## src/rtl/seg_scan_capture_if.sv

```systemverilog
// Frame delivery port of the segment-scan capture block.
// Carries one decoded display frame from the capture logic (master) to
// its consumer (slave) using a valid/ready handshake.
//   frm_valid   master->slave  a complete frame is held on the bus
//   frm_ready   slave->master  consumer accepts the frame this cycle
//   frm_codes   master->slave  6-bit char code per digit, digit i at [6i+5:6i]
//   frm_raw     master->slave  raw 7-bit pattern per digit, digit i at [7i+6:7i]
//   frm_changed master->slave  codes differ from the last transferred frame
//   bad_char    master->slave  per-digit flag, pattern had no decode entry
//   overrun     master->slave  sticky, a frame was dropped while one was pending
interface seg_scan_capture_if #(
  parameter int DIGITS = 3
);
  logic                  frm_valid;
  logic                  frm_ready;
  logic [6*DIGITS-1:0]   frm_codes;
  logic [7*DIGITS-1:0]   frm_raw;
  logic                  frm_changed;
  logic [DIGITS-1:0]     bad_char;
  logic                  overrun;

  modport master (
    output frm_valid, frm_codes, frm_raw, frm_changed, bad_char, overrun,
    input  frm_ready
  );

  modport slave (
    input  frm_valid, frm_codes, frm_raw, frm_changed, bad_char, overrun,
    output frm_ready
  );
endinterface

```

## src/rtl/seg_scan_capture.sv

```systemverilog
// Receiving end of a multiplexed 7-segment display bus. The scanned
// segment and anode lines are synchronized and debounced. Each stable
// per-digit pattern is captured into a slot. A full set of slots is
// decoded to character codes and offered as one frame on the frm port.
//   clock    in   system clock, posedge
//   reset_1  in   asynchronous active-high reset
//   seg      in   segment lines, active-low, bit6=a .. bit0=g
//   bas      in   anode select, active-low, one digit low at a time
//   frm      --   frame output port (seg_scan_capture_if.master)
module seg_scan_capture #(
  parameter int DIGITS        = 3,
  parameter int STABLE_CYCLES = 4
) (
  input  logic              clock,
  input  logic              reset_1,
  input  logic [6:0]        seg,
  input  logic [DIGITS-1:0] bas,
  seg_scan_capture_if.master frm
);
  localparam int CW = $clog2(STABLE_CYCLES + 1);
  localparam logic [CW-1:0] CNT_ARM = CW'(STABLE_CYCLES - 1);
  localparam logic [CW-1:0] CNT_MAX = CW'(STABLE_CYCLES);

  typedef enum logic {SYNC, CAPTURE} state_t;

  logic [6:0]          seg_s1, seg_s2, seg_prev;
  logic [DIGITS-1:0]   bas_s1, bas_s2, bas_prev;
  logic [CW-1:0]       stab_cnt;
  logic [DIGITS-1:0]   active;
  logic                one_low, same, accept;
  state_t              state, state_next;
  logic                clear_flags, write_slot, complete;
  logic [DIGITS-1:0]   flags;
  logic [6:0]          slot [DIGITS];
  logic [6:0]          dec;
  logic [6*DIGITS-1:0] new_codes, codes_q, last_codes, ref_codes;
  logic [7*DIGITS-1:0] new_raw, raw_q;
  logic [DIGITS-1:0]   new_bad, bad_q;
  logic                valid_q, changed_q, overrun_q, have_xfer, xfer, ref_ok;

  // Returns {bad, code}; unknown patterns give bad=1 and code 0x3F.
  function automatic logic [6:0] decode_seg(input logic [6:0] p);
    logic [6:0] r;
    case (p)
      7'b0000001: r = {1'b0, 6'h00};
      7'b1001111: r = {1'b0, 6'h01};
      7'b0010010: r = {1'b0, 6'h02};
      7'b0000110: r = {1'b0, 6'h03};
      7'b1001100: r = {1'b0, 6'h04};
      7'b0100100: r = {1'b0, 6'h05};
      7'b0100000: r = {1'b0, 6'h06};
      7'b0001111: r = {1'b0, 6'h07};
      7'b0000000: r = {1'b0, 6'h08};
      7'b0000100: r = {1'b0, 6'h09};
      7'b1111111: r = {1'b0, 6'h0A};
      7'b1111110: r = {1'b0, 6'h0B};
      7'b0001000: r = {1'b0, 6'h0C};
      7'b0110000: r = {1'b0, 6'h0D};
      7'b1001000: r = {1'b0, 6'h0E};
      7'b1111001: r = {1'b0, 6'h0F};
      7'b1110001: r = {1'b0, 6'h10};
      7'b1000011: r = {1'b0, 6'h11};
      7'b1000001: r = {1'b0, 6'h12};
      7'b1100010: r = {1'b0, 6'h13};
      default:    r = {1'b1, 6'h3F};
    endcase
    return r;
  endfunction

  // Two-flop synchronizers; idle value is all lines high (nothing lit).
  always_ff @(posedge clock or posedge reset_1) begin
    if (reset_1) begin
      seg_s1 <= '1;
      seg_s2 <= '1;
      bas_s1 <= '1;
      bas_s2 <= '1;
    end else begin
      seg_s1 <= seg;
      seg_s2 <= seg_s1;
      bas_s1 <= bas;
      bas_s2 <= bas_s1;
    end
  end

  assign active  = ~bas_s2;
  assign one_low = (active != '0) && ((active & (active - DIGITS'(1))) == '0);
  assign same    = ({bas_s2, seg_s2} == {bas_prev, seg_prev});
  // Firing only on the step from STABLE_CYCLES-1 to STABLE_CYCLES gives one
  // accept per dwell; the counter saturates until the inputs change.
  assign accept  = same && (stab_cnt == CNT_ARM) && one_low;

  // Stability counter: restarts whenever the synchronized bus changes.
  always_ff @(posedge clock or posedge reset_1) begin
    if (reset_1) begin
      seg_prev <= '1;
      bas_prev <= '1;
      stab_cnt <= '0;
    end else begin
      seg_prev <= seg_s2;
      bas_prev <= bas_s2;
      if (!same) begin
        stab_cnt <= CW'(1);
      end else if (stab_cnt != CNT_MAX) begin
        stab_cnt <= stab_cnt + CW'(1);
      end
    end
  end

  always_ff @(posedge clock or posedge reset_1) begin
    if (reset_1) state <= SYNC;
    else         state <= state_next;
  end

  // Frame assembly: SYNC waits for digit 0, CAPTURE fills slots until every
  // flag is set, then spends one clock handing the frame to the output stage.
  always_comb begin
    state_next  = state;
    clear_flags = 1'b0;
    write_slot  = 1'b0;
    complete    = 1'b0;
    case (state)
      SYNC: begin
        if (accept && active[0]) begin
          write_slot  = 1'b1;
          clear_flags = 1'b1;
          state_next  = CAPTURE;
        end
      end
      CAPTURE: begin
        if (&flags) begin
          complete    = 1'b1;
          clear_flags = 1'b1;
          state_next  = SYNC;
        end else if (accept) begin
          write_slot  = 1'b1;
          clear_flags = active[0];
        end
      end
      default: state_next = SYNC;
    endcase
  end

  always_ff @(posedge clock or posedge reset_1) begin
    if (reset_1) begin
      flags <= '0;
      for (int i = 0; i < DIGITS; i++) slot[i] <= '1;
    end else begin
      flags <= (clear_flags ? '0 : flags) | (write_slot ? active : '0);
      for (int i = 0; i < DIGITS; i++) begin
        if (write_slot && active[i]) slot[i] <= seg_s2;
      end
    end
  end

  always_comb begin
    new_codes = '0;
    new_raw   = '0;
    new_bad   = '0;
    dec       = '0;
    for (int i = 0; i < DIGITS; i++) begin
      dec                = decode_seg(slot[i]);
      new_codes[6*i +: 6] = dec[5:0];
      new_bad[i]          = dec[6];
      new_raw[7*i +: 7]   = slot[i];
    end
  end

  // A frame transferring in the same cycle a new one loads is the reference
  // for the new frame's change flag.
  assign xfer      = valid_q && frm.frm_ready;
  assign ref_codes = xfer ? codes_q : last_codes;
  assign ref_ok    = xfer || have_xfer;

  // Output holding register: loads only when empty or being emptied this
  // cycle; otherwise the completed frame is dropped and overrun latches.
  always_ff @(posedge clock or posedge reset_1) begin
    if (reset_1) begin
      valid_q    <= 1'b0;
      codes_q    <= {DIGITS{6'h0A}};
      raw_q      <= '1;
      bad_q      <= '0;
      changed_q  <= 1'b0;
      overrun_q  <= 1'b0;
      last_codes <= '0;
      have_xfer  <= 1'b0;
    end else begin
      if (complete) begin
        if (!valid_q || xfer) begin
          valid_q   <= 1'b1;
          codes_q   <= new_codes;
          raw_q     <= new_raw;
          bad_q     <= new_bad;
          changed_q <= !ref_ok || (new_codes != ref_codes);
        end else begin
          overrun_q <= 1'b1;
        end
      end else if (xfer) begin
        valid_q <= 1'b0;
      end
      if (xfer) begin
        last_codes <= codes_q;
        have_xfer  <= 1'b1;
      end
    end
  end

  assign frm.frm_valid   = valid_q;
  assign frm.frm_codes   = codes_q;
  assign frm.frm_raw     = raw_q;
  assign frm.frm_changed = changed_q;
  assign frm.bad_char    = bad_q;
  assign frm.overrun     = overrun_q;
endmodule

```

## src/flat_wrapper.sv

```systemverilog
// flat-port wrapper written by rule: the top's interface ports become plain ports
module seg_scan_capture_flat 
#(
  parameter int DIGITS        = 3,
  parameter int STABLE_CYCLES = 4
)
  (clock, reset_1, seg, bas, frm_frm_valid, frm_frm_codes, frm_frm_raw, frm_frm_changed, frm_bad_char, frm_overrun, frm_frm_ready);
  seg_scan_capture_if #(.DIGITS(DIGITS)) frm_i ();
  input  logic clock;
  input  logic reset_1;
  input  logic [6:0] seg;
  input  logic [DIGITS-1:0] bas;
  output wire logic [$bits(frm_i.frm_valid)-1:0] frm_frm_valid;
  output wire logic [$bits(frm_i.frm_codes)-1:0] frm_frm_codes;
  output wire logic [$bits(frm_i.frm_raw)-1:0] frm_frm_raw;
  output wire logic [$bits(frm_i.frm_changed)-1:0] frm_frm_changed;
  output wire logic [$bits(frm_i.bad_char)-1:0] frm_bad_char;
  output wire logic [$bits(frm_i.overrun)-1:0] frm_overrun;
  input wire logic [$bits(frm_i.frm_ready)-1:0] frm_frm_ready;
  assign frm_frm_valid = frm_i.frm_valid;
  assign frm_frm_codes = frm_i.frm_codes;
  assign frm_frm_raw = frm_i.frm_raw;
  assign frm_frm_changed = frm_i.frm_changed;
  assign frm_bad_char = frm_i.bad_char;
  assign frm_overrun = frm_i.overrun;
  assign frm_i.frm_ready = frm_frm_ready;
  seg_scan_capture #(.DIGITS(DIGITS), .STABLE_CYCLES(STABLE_CYCLES)) u_core (.clock(clock), .reset_1(reset_1), .seg(seg), .bas(bas), .frm(frm_i));
endmodule
```

## config.mk

```make
export PLATFORM = sky130hd
export DESIGN_NAME = seg_scan_capture_flat
export DESIGN_NICKNAME = d
export VERILOG_FILES = /design/src/rtl/seg_scan_capture_if.sv /design/src/rtl/seg_scan_capture.sv /design/src/flat_wrapper.sv
export SDC_FILE = /design/constraint.sdc
export NUM_CORES = 1
export LEC_CHECK = 0
export ABC_AREA = 1
export BUFFER_PORTS_ARGS = -buffer_cell sky130_fd_sc_hd__buf_2
export CORE_MARGIN = 2
export CORE_UTILIZATION = 59
export CTS_CLUSTER_SIZE = 28
export DETAILED_ROUTE_END_ITERATION = 10
export PLACE_DENSITY_LB_ADDON = 0.2
export SYNTH_ARGS = -nofsm -noshare
export SYNTH_HDL_FRONTEND = slang
export SYNTH_SLANG_ARGS = --single-unit
```

## constraint.sdc

```tcl
create_clock -name clock -period 4.5 [get_ports clock]
set_input_delay 0.675 -clock clock [delete_from_list [all_inputs] [get_ports clock]]
set_output_delay 0.675 -clock clock [all_outputs]
set_load 0.01 [all_outputs]
```

==> flow_summary_export.csv, run 1 <==
group,metric,value,unit
global_route,grt_remaining_overflow,0,
cells_and_area,drive_above_1_share,0.305,
synth,yosys.cell_types.count,37,
drt,drtIter0Drc,307,
run_status,run_status,"finished, final reports clean",
clocking,tritoncts,"built",
power,cellLeakagePower,3.15,nW
timing,slew_violations,0,
floorplanning,floorplan.core_area,9820,um^2
floorplanning,die_h,105,um
critical_path,crit_type,"flop to flop",
synth,post-synth-top-area-cell,"sky130_fd_sc_hd__dfstp_2",
timing,clock_skew,0.00609,ns
critical_path,cp.arrival,2.80,ns
synth,avgSynthCellArea,8.04,um^2
floorplanning,die_area,11000,um^2
synth,netlist_area,6000,um^2
drt,post_drt_wl_per_cell,13.7,um
clocking,numCtsBuffers,17,
clocking,max_root_sink_buffers,2,
critical_path,worstPathRequired,4.92,ns
synth,synthFlopType,"sky130_fd_sc_hd__dfstp_2",
global_route,global_route.usage.met2,0.422,
synth,synth_area_leaders,"sky130_fd_sc_hd__dfstp_2 (34%), sky130_fd_sc_hd__dfrtp_1 (17%), sky130_fd_sc_hd__nand2_1 (11%), sky130_fd_sc_hd__nor2_1 (7.0%), sky130_fd_sc_hd__inv_1 (3.9%)",
placement,portBuffers,57,
synth,synth_seq_area_share,0.512,
clocking,cts_resized,0,
drt,route.antenna.remaining_nets,0,
global_route,grt_pass1_vias,4687,
timing,post-route-period-util,0.527,
drt,routed_via_density,5.24,
timing,final-hold-violation-count,0,
critical_path,critPathCaptureType,"flop",
power,pwr_density_cell,368,nW/um^2
global_route,antenna_found_initial,0,
clocking,clock_sinks,119,
timing,unrepaired_setup_endpoints_after_global_routing,"no",
clocking,worst_setup_hold_path_clk_slew,0.06,ns
clocking,postCtsHoldBufs,0,
critical_path,timing.critical_path.from_type,"flop",
drt,dr.pass1.iters,5,
cells_and_area,finalNetCount,820,
synth,netlist_instances,747,
drt,drt_drc_violations_left,0,
global_route,globalRoute.busiestLayer,"met2",
global_route,grt_start_max_net_pins,81,
floorplanning,dieWidth,105,um
timing,maximum_clock_frequency,0.422,GHz
clocking,htree_num_levels,4,
synth,synth_enable_flop_cells,0,
critical_path,timing.reg2reg.setup_slack,2.13,ns
critical_path,r2r_cells,6,
global_route,tot_gr_track_use,0.250,
timing,setup_viol,0,
floorplanning,io-pin-count,58,
timing,worst_slew_margin_rel,0.388,
synth,synth.ff_latch_count,119,
clocking,clkLatencyLatePin,0.51,ns
floorplanning,initial_core_util,0.611,
drt,via_count,4982,
timing,setup_total_negative_slack,0,ns
clocking,cts_root_buffer,"sky130_fd_sc_hd__clkbuf_8",
global_route,first_pass_grt_wire_length,21800,um
cells_and_area,finalCoreUtilization,0.706,
synth,postSynth.asyncResetShare,1.00,
synth,yosysTopAreaCellShare,0.341,
critical_path,worst-path-max-fanout,53,
placement,dp.final_hpwl,9390,um
cells_and_area,syn2layout_area_growth,15.5,%
placement,final_estimated_routing_congestion_in_global_placement,0.981,
min_path,hold_class,"primary input to flop",
run,total_of_max_cap_violations,0,
cells_and_area,antenna-diode-count,0,
min_path,whs_path_depth,1,
timing,fin_hold_ws,0.254,ns
floorplanning,row_count,36,
timing,timing.final.crit_period,2.37,ns
synth,yosysWarningCount,0,
global_route,gr-usage-met1,0.322,
global_route,global_routing_usage_on_met3,0.0393,
power,max-vdd-ir-drop,0.260,mV
clocking,post_cts.repair.setup_buffers,0,
timing,tightest_slew,0.919,ns
drt,routed_wirelength,13000,um
synth,postSynthNetCount,763,
## area by class of cell
type                    instances  area (um^2)
multi-input cells             520         2480
clock inverters                11          121
well taps                     133          166
repair buffers                 59          300
clock buffers                  21          460
inverters                      87          329
flip-flops and latches        119         3080
fillers                       791         2890
## sequential cells by signal (all words and copies together), names as in the netlist
name	count
u_core.have_xfer	1
u_core.frm.overrun	1
u_core.frm.frm_codes	16
u_core.frm.frm_raw	21
u_core.new_raw	21
u_core.state	1
u_core.flags	3
u_core.seg_s1	7
u_core.seg_s2	7
u_core.bas_s2	3
u_core.seg_prev	7
u_core.frm.frm_changed	1
u_core.bas_s1	3
u_core.frm.frm_valid	1
u_core.frm.bad_char	2
u_core.bas_prev	3
u_core.last_codes	18
u_core.stab_cnt	3
## worst paths after layout
path / startpoint / to
max in group asynchronous: reset_1 / u_core.frm.frm_codes[7]
setup / recovery: u_core.frm.frm_valid / u_core.frm.frm_raw[14]
hold reg to reg: u_core.seg_s1[3] / u_core.seg_s2[3]
hold / removal: seg[4] / u_core.seg_s1[4]
setup reg to reg: u_core.frm.frm_valid / u_core.frm.frm_raw[14]
min in group asynchronous: reset_1 / u_core.flags[2]
## where the power goes
group | total, mW | leakage (nW) | switching (mW) | internal (mW)
combinational | 0.106 | 1.64 | 0.0694 | 0.0366
sequential | 1.13 | 1.23 | 0.0134 | 1.12
clock | 1.31 | 0.271 | 0.479 | 0.833
## layer usage
layer  vias to the layer above  wire length [um]  part of all wire
met2                       140              6440              0.49
met1                      2330              5800              0.45
met5                         -                 0                 0
li1                       2486                 -                 -
met4                         0               274             0.021
met3                        26               497             0.038
## critical path, cell delays in order (launching register included)
cell and delay (ns):
sky130_fd_sc_hd__dfrtp_1 0.36, sky130_fd_sc_hd__nand2_1 0.38, sky130_fd_sc_hd__nand2_1 0.26, sky130_fd_sc_hd__inv_1 0.07
sky130_fd_sc_hd__nor2_2 0.42, sky130_fd_sc_hd__inv_2 0.45, sky130_fd_sc_hd__o21ai_0 0.32
## Yosys cell counts, types with 3 or more instances
library cell,count
sky130_fd_sc_hd__xnor2_1,5
sky130_fd_sc_hd__dfstp_2,78
sky130_fd_sc_hd__o21ai_1,38
sky130_fd_sc_hd__nand2_1,182
sky130_fd_sc_hd__clkbuf_1,9
sky130_fd_sc_hd__buf_6,3
sky130_fd_sc_hd__buf_4,4
sky130_fd_sc_hd__o21ai_0,33
sky130_fd_sc_hd__nand3_2,7
sky130_fd_sc_hd__a21oi_1,7
sky130_fd_sc_hd__nand4_1,8
sky130_fd_sc_hd__a31oi_1,12
sky130_fd_sc_hd__nor2_2,15
sky130_fd_sc_hd__dfrtp_1,41
sky130_fd_sc_hd__buf_2,5
sky130_fd_sc_hd__or2_2,16
sky130_fd_sc_hd__xor2_1,4
sky130_fd_sc_hd__nor3_1,3
sky130_fd_sc_hd__nand2_2,10
sky130_fd_sc_hd__ha_1,3
sky130_fd_sc_hd__inv_2,22
sky130_fd_sc_hd__nand3_1,44
sky130_fd_sc_hd__inv_1,63
sky130_fd_sc_hd__nor2_1,112
sky130_fd_sc_hd__o211ai_1,3
sky130_fd_sc_hd__nor2_4,4
## logic make-up (layout without fill, tap and decap cells)
logic type	count (synthesis)	after routing	synth area share
and+or+nand+nor	409	409	0.304
AOI/OAI and AO/OA	99	99	0.0896
DFF	119	119	0.512
xor gates and xnor gates	9	9	0.0131
adders and majority gates	3	3	0.00625
buffers and inverters	108	178	0.0748
## placed cells by master (no fill, tap or decap), types with 4 or more instances in the layout
cell and instances:
sky130_fd_sc_hd__dfstp_2 78, sky130_fd_sc_hd__or2_2 16, sky130_fd_sc_hd__nor2_2 15, sky130_fd_sc_hd__xor2_1 4
sky130_fd_sc_hd__nand2_2 10, sky130_fd_sc_hd__inv_1 62, sky130_fd_sc_hd__nand3_1 44, sky130_fd_sc_hd__nor2_1 112
sky130_fd_sc_hd__o21ai_1 38, sky130_fd_sc_hd__a21oi_1 7, sky130_fd_sc_hd__inv_2 22, sky130_fd_sc_hd__nand4_1 8
sky130_fd_sc_hd__nand3_2 7, sky130_fd_sc_hd__clkinvlp_4 5, sky130_fd_sc_hd__clkbuf_16 17, sky130_fd_sc_hd__o21ai_0 33
sky130_fd_sc_hd__xnor2_1 5, sky130_fd_sc_hd__a31oi_1 12, sky130_fd_sc_hd__nor2_4 4, sky130_fd_sc_hd__buf_2 57
sky130_fd_sc_hd__nand2_1 182, sky130_fd_sc_hd__dfrtp_1 41
## metrics by stage
| step | total power [mW] | setup slack, ns | cells | cell area, um^2 |
|---|---|---|---|---|
| after floorplan | 1.22 | 0.797 | 747 | 6000 |
| after global placement | 1.25 | 1.85 | 918 | 6350 |
| after detailed placement | 1.25 | 1.76 | 918 | 6350 |
| after CTS | 2.57 | 2.15 | 950 | 6930 |
| after global routing | 2.64 | 1.83 | 950 | 6930 |
| final | 2.55 | 2.13 | 950 | 6930 |
(Power assumes the default switching activity.)
==> run 2, diff against run 1 <==
==> constraint.sdc (replaced) <==
create_clock -name clock -period 2.4 [get_ports clock]
set_input_delay 0.36 -clock clock [delete_from_list [all_inputs] [get_ports clock]]
set_output_delay 0.36 -clock clock [all_outputs]
set_load 0.01 [all_outputs]
==> flow_summary_export.csv, run 2 (synthesis results as in run 1) <==
group,metric,value,unit
run_status,run_status,"finished, final reports clean",
drt,drtIter0Drc,338,
critical_path,crit_path_cell_trace,"nor2_1 -> nand2_1 -> inv_1 -> nand2_1 -> nand3_1 -> nor2_1 -> nand3_4 -> nand3_1 -> nand2_1 -> nor2_1 -> nand2_1 -> nor2_2 -> a21oi_2",
power,cellLeakagePower,3.24,nW
clocking,post_cts.repair.setup_buffers,0,
floorplanning,row_count,36,
placement,portBuffers,57,
cells_and_area,regArea,3080,um^2
clocking,tritoncts,"built",
cells_and_area,syn2layout_area_growth,18.5,%
cells_and_area,mostFrequentLayoutCell,"sky130_fd_sc_hd__nand2_1",
clocking,worst_setup_hold_path_clk_slew,0.06,ns
drt,dr.pass1.iters,5,
critical_path,timing.critical_path.from_type,"flop",
critical_path,worstPathRequired,2.81,ns
critical_path,crit_buf_inv,1,
timing,setup_total_negative_slack,0,ns
critical_path,timing.critical_path.max_delay_family,"simple AND/OR/NAND/NOR gates",
global_route,grt_remaining_overflow,0,
clocking,numCtsBuffers,17,
timing,unrepaired_setup_endpoints_after_global_routing,"no",
drt,via_count,5058,
floorplanning,die_h,105,um
critical_path,critPathCaptureType,"flop",
min_path,whs_path_depth,4,
global_route,grt_pass1_vias,4840,
clocking,clock_sinks,119,
timing,post-route-period-util,0.936,
cells_and_area,finalNetCount,837,
cells_and_area,multi_input_comb_area,2490,um^2
cells_and_area,final_cell_area,7120,um^2
critical_path,slowest_delay,0.60,ns
timing,timing.final.crit_period,2.25,ns
clocking,clkLatencyLatePin,0.52,ns
min_path,holdCritStartpoint,"frm_frm_ready",
timing,maximum_clock_frequency,0.445,GHz
timing,slew_violations,0,
timing,clock_skew,0.00761,ns
timing,tightest_slew,0.795,ns
critical_path,worstReg2RegEnd,"u_core.frm.frm_changed",
placement,final_estimated_routing_congestion_in_global_placement,0.985,
min_path,hold_class,"primary input to flop",
timing,final-hold-violation-count,0,
global_route,first_pass_grt_wire_length,23400,um
cells_and_area,fillers,764,
critical_path,critical_path.most_common_cell,"sky130_fd_sc_hd__nand2_1",
timing,worst_slew_margin_rel,0.469,
placement,dp.final_hpwl,10200,um
power,pwr_density_cell,671,nW/um^2
floorplanning,dieWidth,105,um
global_route,tot_gr_track_use,0.273,
timing,setup_viol,0,
critical_path,crit_type,"flop to flop",
clocking,max_root_sink_buffers,2,
critical_path,cp.arrival,2.65,ns
drt,routed_via_density,5.23,
power,max-vdd-ir-drop,0.614,mV
floorplanning,die_area,11000,um^2
run,total_of_max_cap_violations,0,
critical_path,r2r_cells,13,
drt,routed_wirelength,14000,um
global_route,antenna_found_initial,0,
global_route,grt_start_max_net_pins,54,
critical_path,critical_path.reg2reg.startpoint,"u_core.new_raw[5]",
critical_path,timing.reg2reg.setup_slack,0.15,ns
floorplanning,io-pin-count,58,
cells_and_area,mostFrequentLayoutCells,"sky130_fd_sc_hd__nand2_1 (182), sky130_fd_sc_hd__nor2_1 (111), sky130_fd_sc_hd__dfstp_2 (78)",
critical_path,critical-path-slowest-cell,"sky130_fd_sc_hd__dfstp_2",
drt,post_drt_wl_per_cell,14.5,um
clocking,htree_num_levels,4,
cells_and_area,antenna-diode-count,0,
min_path,min_delay_worst_endpoint,"u_core.last_codes[5]",
critical_path,worst-path-max-fanout,14,
floorplanning,initial_core_util,0.611,
placement,placed_area,6420,um^2
cells_and_area,drive_above_1_share,0.309,
drt,route.antenna.remaining_nets,0,
floorplanning,floorplan.core_area,9820,um^2
drt,drt_drc_violations_left,0,
clocking,cts_root_buffer,"sky130_fd_sc_hd__clkbuf_8",
## run 2: cell count changes in the layout (fill, tap and decap cells not counted), sizes merged
cell,before,now
bufinv,2,0
dlygate4sd3,0,11
inv,86,94
clkinvlp,5,2
clkinv,5,3
buf,59,65
clkbuf,21,20
## run 2: power breakdown
| part | internal [mW] | switching [mW] | total, mW |
|---|---|---|---|
| clock network | 1.42 | 0.996 | 2.42 |
| registers | 2.10 | 0.0259 | 2.12 |
| logic | 0.0894 | 0.145 | 0.234 |
## run 2: worst max-delay path by stage
stage                             startpoint                endpoint  slack [ns]  cells after the start
final                      u_core.new_raw[5]  u_core.frm.frm_changed        0.15                     13
after global routing       u_core.new_raw[9]  u_core.frm.frm_changed        0.01                     13
after CTS                  u_core.new_raw[4]  u_core.frm.frm_changed        0.14                     13
after detailed placement  u_core.new_raw[16]  u_core.frm.frm_changed        0.17                     15
after global placement     u_core.new_raw[5]  u_core.frm.frm_changed        0.18                     13
after floorplan           u_core.new_raw[13]  u_core.frm.frm_changed        0.47                     15
## run 2: tightest hold or removal path: cells and delay by family
family	cells	cell delay, ns
buf+inv	1	0.08
simple gates	3	0.37
## run 2: final cells by class
cell class                 instances  area share
clock buffer                      20      0.0656
clock inverter                    12      0.0144
inverter                          87      0.0464
multi-input combinational        520       0.351
sequential                       119       0.432
tap                              133      0.0234
timing repair buffer              76      0.0675
## run 2: what timing repair did
| item | CTS | global route |
|---|---|---|
| hold buffers | 11 | 0 |
| hold endpoints to repair | 17 | 0 |
| setup endpoints to repair | 0 | 1 |
| resized for setup | 0 | 3 |
## run 2: stage by stage
step	util	hold WS, ns	setup WS [ns]	total power [mW]	std cells
6_report	0.725	0.344	0.153	4.77	967
2_1_floorplan	-	0.345	0.473	2.29	747
4_1_cts	0.723	0.333	0.140	4.80	967
3_3_place_gp	0.654	0.348	0.176	2.36	924
3_5_place_dp	0.654	0.347	0.170	2.37	924
5_1_grt	0.725	0.364	0.0122	4.95	967
## run 2: per-layer routing
| layer | global-route usage | share of wire |
|---|---|---|
| met5 | 0 | 0 |
| met3 | 0.0624 | 0.046 |
| met4 | 0.103 | 0.022 |
| met1 | 0.349 | 0.44 |
| met2 | 0.455 | 0.49 |
==> run 3, diff against run 2 <==
--- a/config.mk
+++ b/config.mk
@@ -5,9 +5,7 @@
 export SDC_FILE = /design/constraint.sdc
 export NUM_CORES = 1
 export LEC_CHECK = 0
-export ABC_AREA = 1
 export BUFFER_PORTS_ARGS = -buffer_cell sky130_fd_sc_hd__buf_2
-export CORE_MARGIN = 2
 export CORE_UTILIZATION = 59
 export CTS_CLUSTER_SIZE = 28
 export DETAILED_ROUTE_END_ITERATION = 10
==> flow_summary_export.csv, run 3 <==
group,metric,value,unit
run_status,run_status,"complete, but fails checks",
run_status,violations,"hold timing, setup timing",
clocking,clock_sinks,119,
power,pwr_density_cell,594,nW/um^2
cells_and_area,mostFrequentLayoutCells,"sky130_fd_sc_hd__buf_4 (131), sky130_fd_sc_hd__nand2_1 (111), sky130_fd_sc_hd__dfstp_2 (77)",
timing,fin_hold_ws,-0.0461,ns
critical_path,timing.reg2reg.setup_slack,-0.65,ns
synth,avgSynthCellArea,10.3,um^2
floorplanning,floorplan.core_area,9820,um^2
cells_and_area,mostFrequentLayoutCell,"sky130_fd_sc_hd__buf_4",
placement,final_estimated_routing_congestion_in_global_placement,0.918,
cells_and_area,syn2layout_area_growth,35.0,%
timing,timing.final.crit_period,3.05,ns
drt,drtIter0Drc,211,
global_route,antenna_found_initial,0,
cells_and_area,antenna-diode-count,0,
critical_path,critical_path.reg2reg.startpoint,"u_core.new_raw[2]",
clocking,cts_root_buffer,"sky130_fd_sc_hd__clkbuf_8",
synth,synthFlopType,"sky130_fd_sc_hd__dfstp_2",
synth,synth_seq_area_share,0.511,
global_route,tot_gr_track_use,0.305,
timing,clock_skew,0.00746,ns
drt,via_count,5106,
critical_path,crit_buf_inv,0,
cells_and_area,finalNonFillerCells,909,
floorplanning,dieWidth,103,um
floorplanning,die_area,10600,um^2
critical_path,timing.critical_path.max_delay_family,"simple AND/OR/NAND/NOR gates",
drt,dr.pass1.iters,5,
cells_and_area,finalNetCount,779,
synth,yosys.cell_types.count,73,
synth,synth.ff_latch_count,119,
synth,list_of_most_frequent_post_synthesis_cells,"sky130_fd_sc_hd__nand2_1 (111), sky130_fd_sc_hd__dfstp_2 (78), sky130_fd_sc_hd__dfrtp_1 (41), sky130_fd_sc_hd__mux2_2 (33), sky130_fd_sc_hd__clkbuf_1 (28)",
timing,post-route-period-util,1.27,
synth,postSynth.asyncResetShare,1.00,
placement,preCtsSetupSlack,-0.606,ns
timing,tightest_slew,0.984,ns
critical_path,crit_end,"u_core.frm.frm_changed",
floorplanning,io-pin-count,58,
run,total_of_max_cap_violations,0,
synth,synth_enable_flop_cells,0,
cells_and_area,finalCoreUtilization,0.827,
drt,drt_drc_violations_left,0,
clocking,numCtsBuffers,17,
timing,worst_slew_margin_rel,0.336,
synth,post-synth-top-area-cell,"sky130_fd_sc_hd__dfstp_2",
clocking,clkLatencyLatePin,0.52,ns
synth,postSynthNetCount,599,
clocking,worst_setup_hold_path_clk_slew,0.06,ns
power,cellLeakagePower,3.85,nW
floorplanning,initial_core_util,0.612,
critical_path,critical-path-slowest-cell,"sky130_fd_sc_hd__dfstp_2",
critical_path,worstReg2RegEnd,"u_core.frm.frm_changed",
synth,netlist_area,6010,um^2
timing,maximum_clock_frequency,0.328,GHz
critical_path,slowest_delay,0.54,ns
placement,placedCellCount,856,
global_route,first_pass_grt_wire_length,24400,um
critical_path,crit_type,"flop to flop",
global_route,grt_start_max_net_pins,120,
min_path,hold_class,"primary input to asynchronous set/reset pin",
drt,post_drt_wl_per_cell,16.9,um
clocking,tritoncts,"built",
synth,netlist_instances,583,
timing,final-hold-violation-count,14,
placement,portBuffers,57,
critical_path,startpoint,"u_core.new_raw[2]",
critical_path,critical_path_depth,8,
timing,unrepaired_setup_endpoints_after_global_routing,"yes",
floorplanning,die_h,103,um
critical_path,r2r_cells,8,
power,max-vdd-ir-drop,0.671,mV
timing,setup_slack,-0.650,ns
timing,setup_viol,1,
clocking,max_root_sink_buffers,2,
cells_and_area,drive_above_1_share,0.466,
clocking,htree_num_levels,4,
drt,routed_wirelength,15400,um
critical_path,crit_path_cell_trace,"or3b_4 -> a2111oi_4 -> or4_4 -> o211ai_4 -> or2_1 -> a221oi_2 -> or4b_4 -> o32a_1",
synth,yosysTopAreaCellShare,0.341,
placement,dp.final_hpwl,10300,um
timing,slew_violations,0,
critical_path,worst-path-max-fanout,4,
floorplanning,row_count,36,
global_route,grt_pass1_vias,5081,
global_route,grt_remaining_overflow,0,
drt,routed_via_density,5.62,
drt,route.antenna.remaining_nets,0,
synth,synth_area_leaders,"sky130_fd_sc_hd__dfstp_2 (34%), sky130_fd_sc_hd__dfrtp_1 (17%), sky130_fd_sc_hd__nand2_1 (6.9%), sky130_fd_sc_hd__mux2_2 (6.2%), sky130_fd_sc_hd__mux2i_1 (1.8%)",
timing,setup_total_negative_slack,-0.650,ns
critical_path,cp.arrival,3.46,ns
synth,yosysWarningCount,0,
critical_path,worstPathRequired,2.81,ns
critical_path,timing.critical_path.from_type,"flop",
synth,synth.most_common_cell,"sky130_fd_sc_hd__nand2_1",
critical_path,critPathCaptureType,"flop",
## run 3: cell count changes in the layout (fill, tap and decap cells not counted), sizes merged, moves of 9 or more
cell and delta:
a31oi -9, buf +127, inv -74, mux2 +33, mux2i +11, nand2 -83, nand2b +10, nand3 -40
nor2 -105, nor3 +9, nor3b +9, o21ai -54
## run 3: what timing repair did
action                                  CTS  global route
pin swaps                                 0             9
resized for setup                         2            10
buffers inserted                          0            11
hold endpoints to repair                 10             0
endpoints found under the setup margin    1            23
hold buffers                             10             0
## run 3: logic make-up after synthesis
group,Yosys count,synth area share
muxes,44,0.0801
and+or+nand+nor,249,0.213
xor gates and xnor gates,23,0.0335
adders and majority gates,3,0.00624
DFF,119,0.511
AOI/OAI and AO/OA,86,0.112
buffers and inverters,59,0.0435
## run 3: how the worst min path moves through the flow
stage	start	end	slack, ns	cells after the start
floorplan	u_core.bas_s1[0]	u_core.bas_s2[0]	0.35	0
global placement	u_core.seg_s1[1]	u_core.seg_s2[1]	0.35	0
detailed placement	u_core.seg_s1[5]	u_core.seg_s2[5]	0.35	0
CTS	reset_1	u_core.frm.bad_char[0]	0.03	3
global route	reset_1	u_core.frm.frm_codes[8]	0.04	3
finish	reset_1	u_core.last_codes[8]	-0.05	3
## run 3: final cells by class
type	instances	area (um^2)
tap	133	166
inverter	17	67.6
clock inverter	10	130
clock buffer	22	485
sequential	119	3080
multi-input combinational	405	2740
timing repair buffer	203	1450
fill	604	1700
## run 3: stage by stage
step / power, mW / hold slack, ns / area (um^2)
detailed placement: 2.23 / 0.347 / 7260
finish: 4.82 / -0.0461 / 8120
global route: 4.95 / 0.0417 / 8120
floorplan: 2.18 / 0.345 / 6040
global placement: 2.22 / 0.346 / 7260
CTS: 4.84 / 0.0349 / 7990
## run 3: worst register-to-register path: cells and delay by family, from the launching register on
family	cells	cell delay (ns)
flops	1	0.54
simple gates	4	1.37
compound gates	4	1.03
## run 3: layer usage
layer  GRT usage  share of wire  wire length (um)  vias up
li1            -              -                 -     2419
met1       0.372           0.44              6820     2522
met2       0.517           0.49              7600      134
met3      0.0644          0.035               545       31
met4       0.146          0.028               428        0
met5           0              0                 0        -
## run 3: power breakdown
part	switching [mW]	internal, mW
clock network	0.952	1.65
logic	0.0721	0.0522
registers	0.0258	2.07
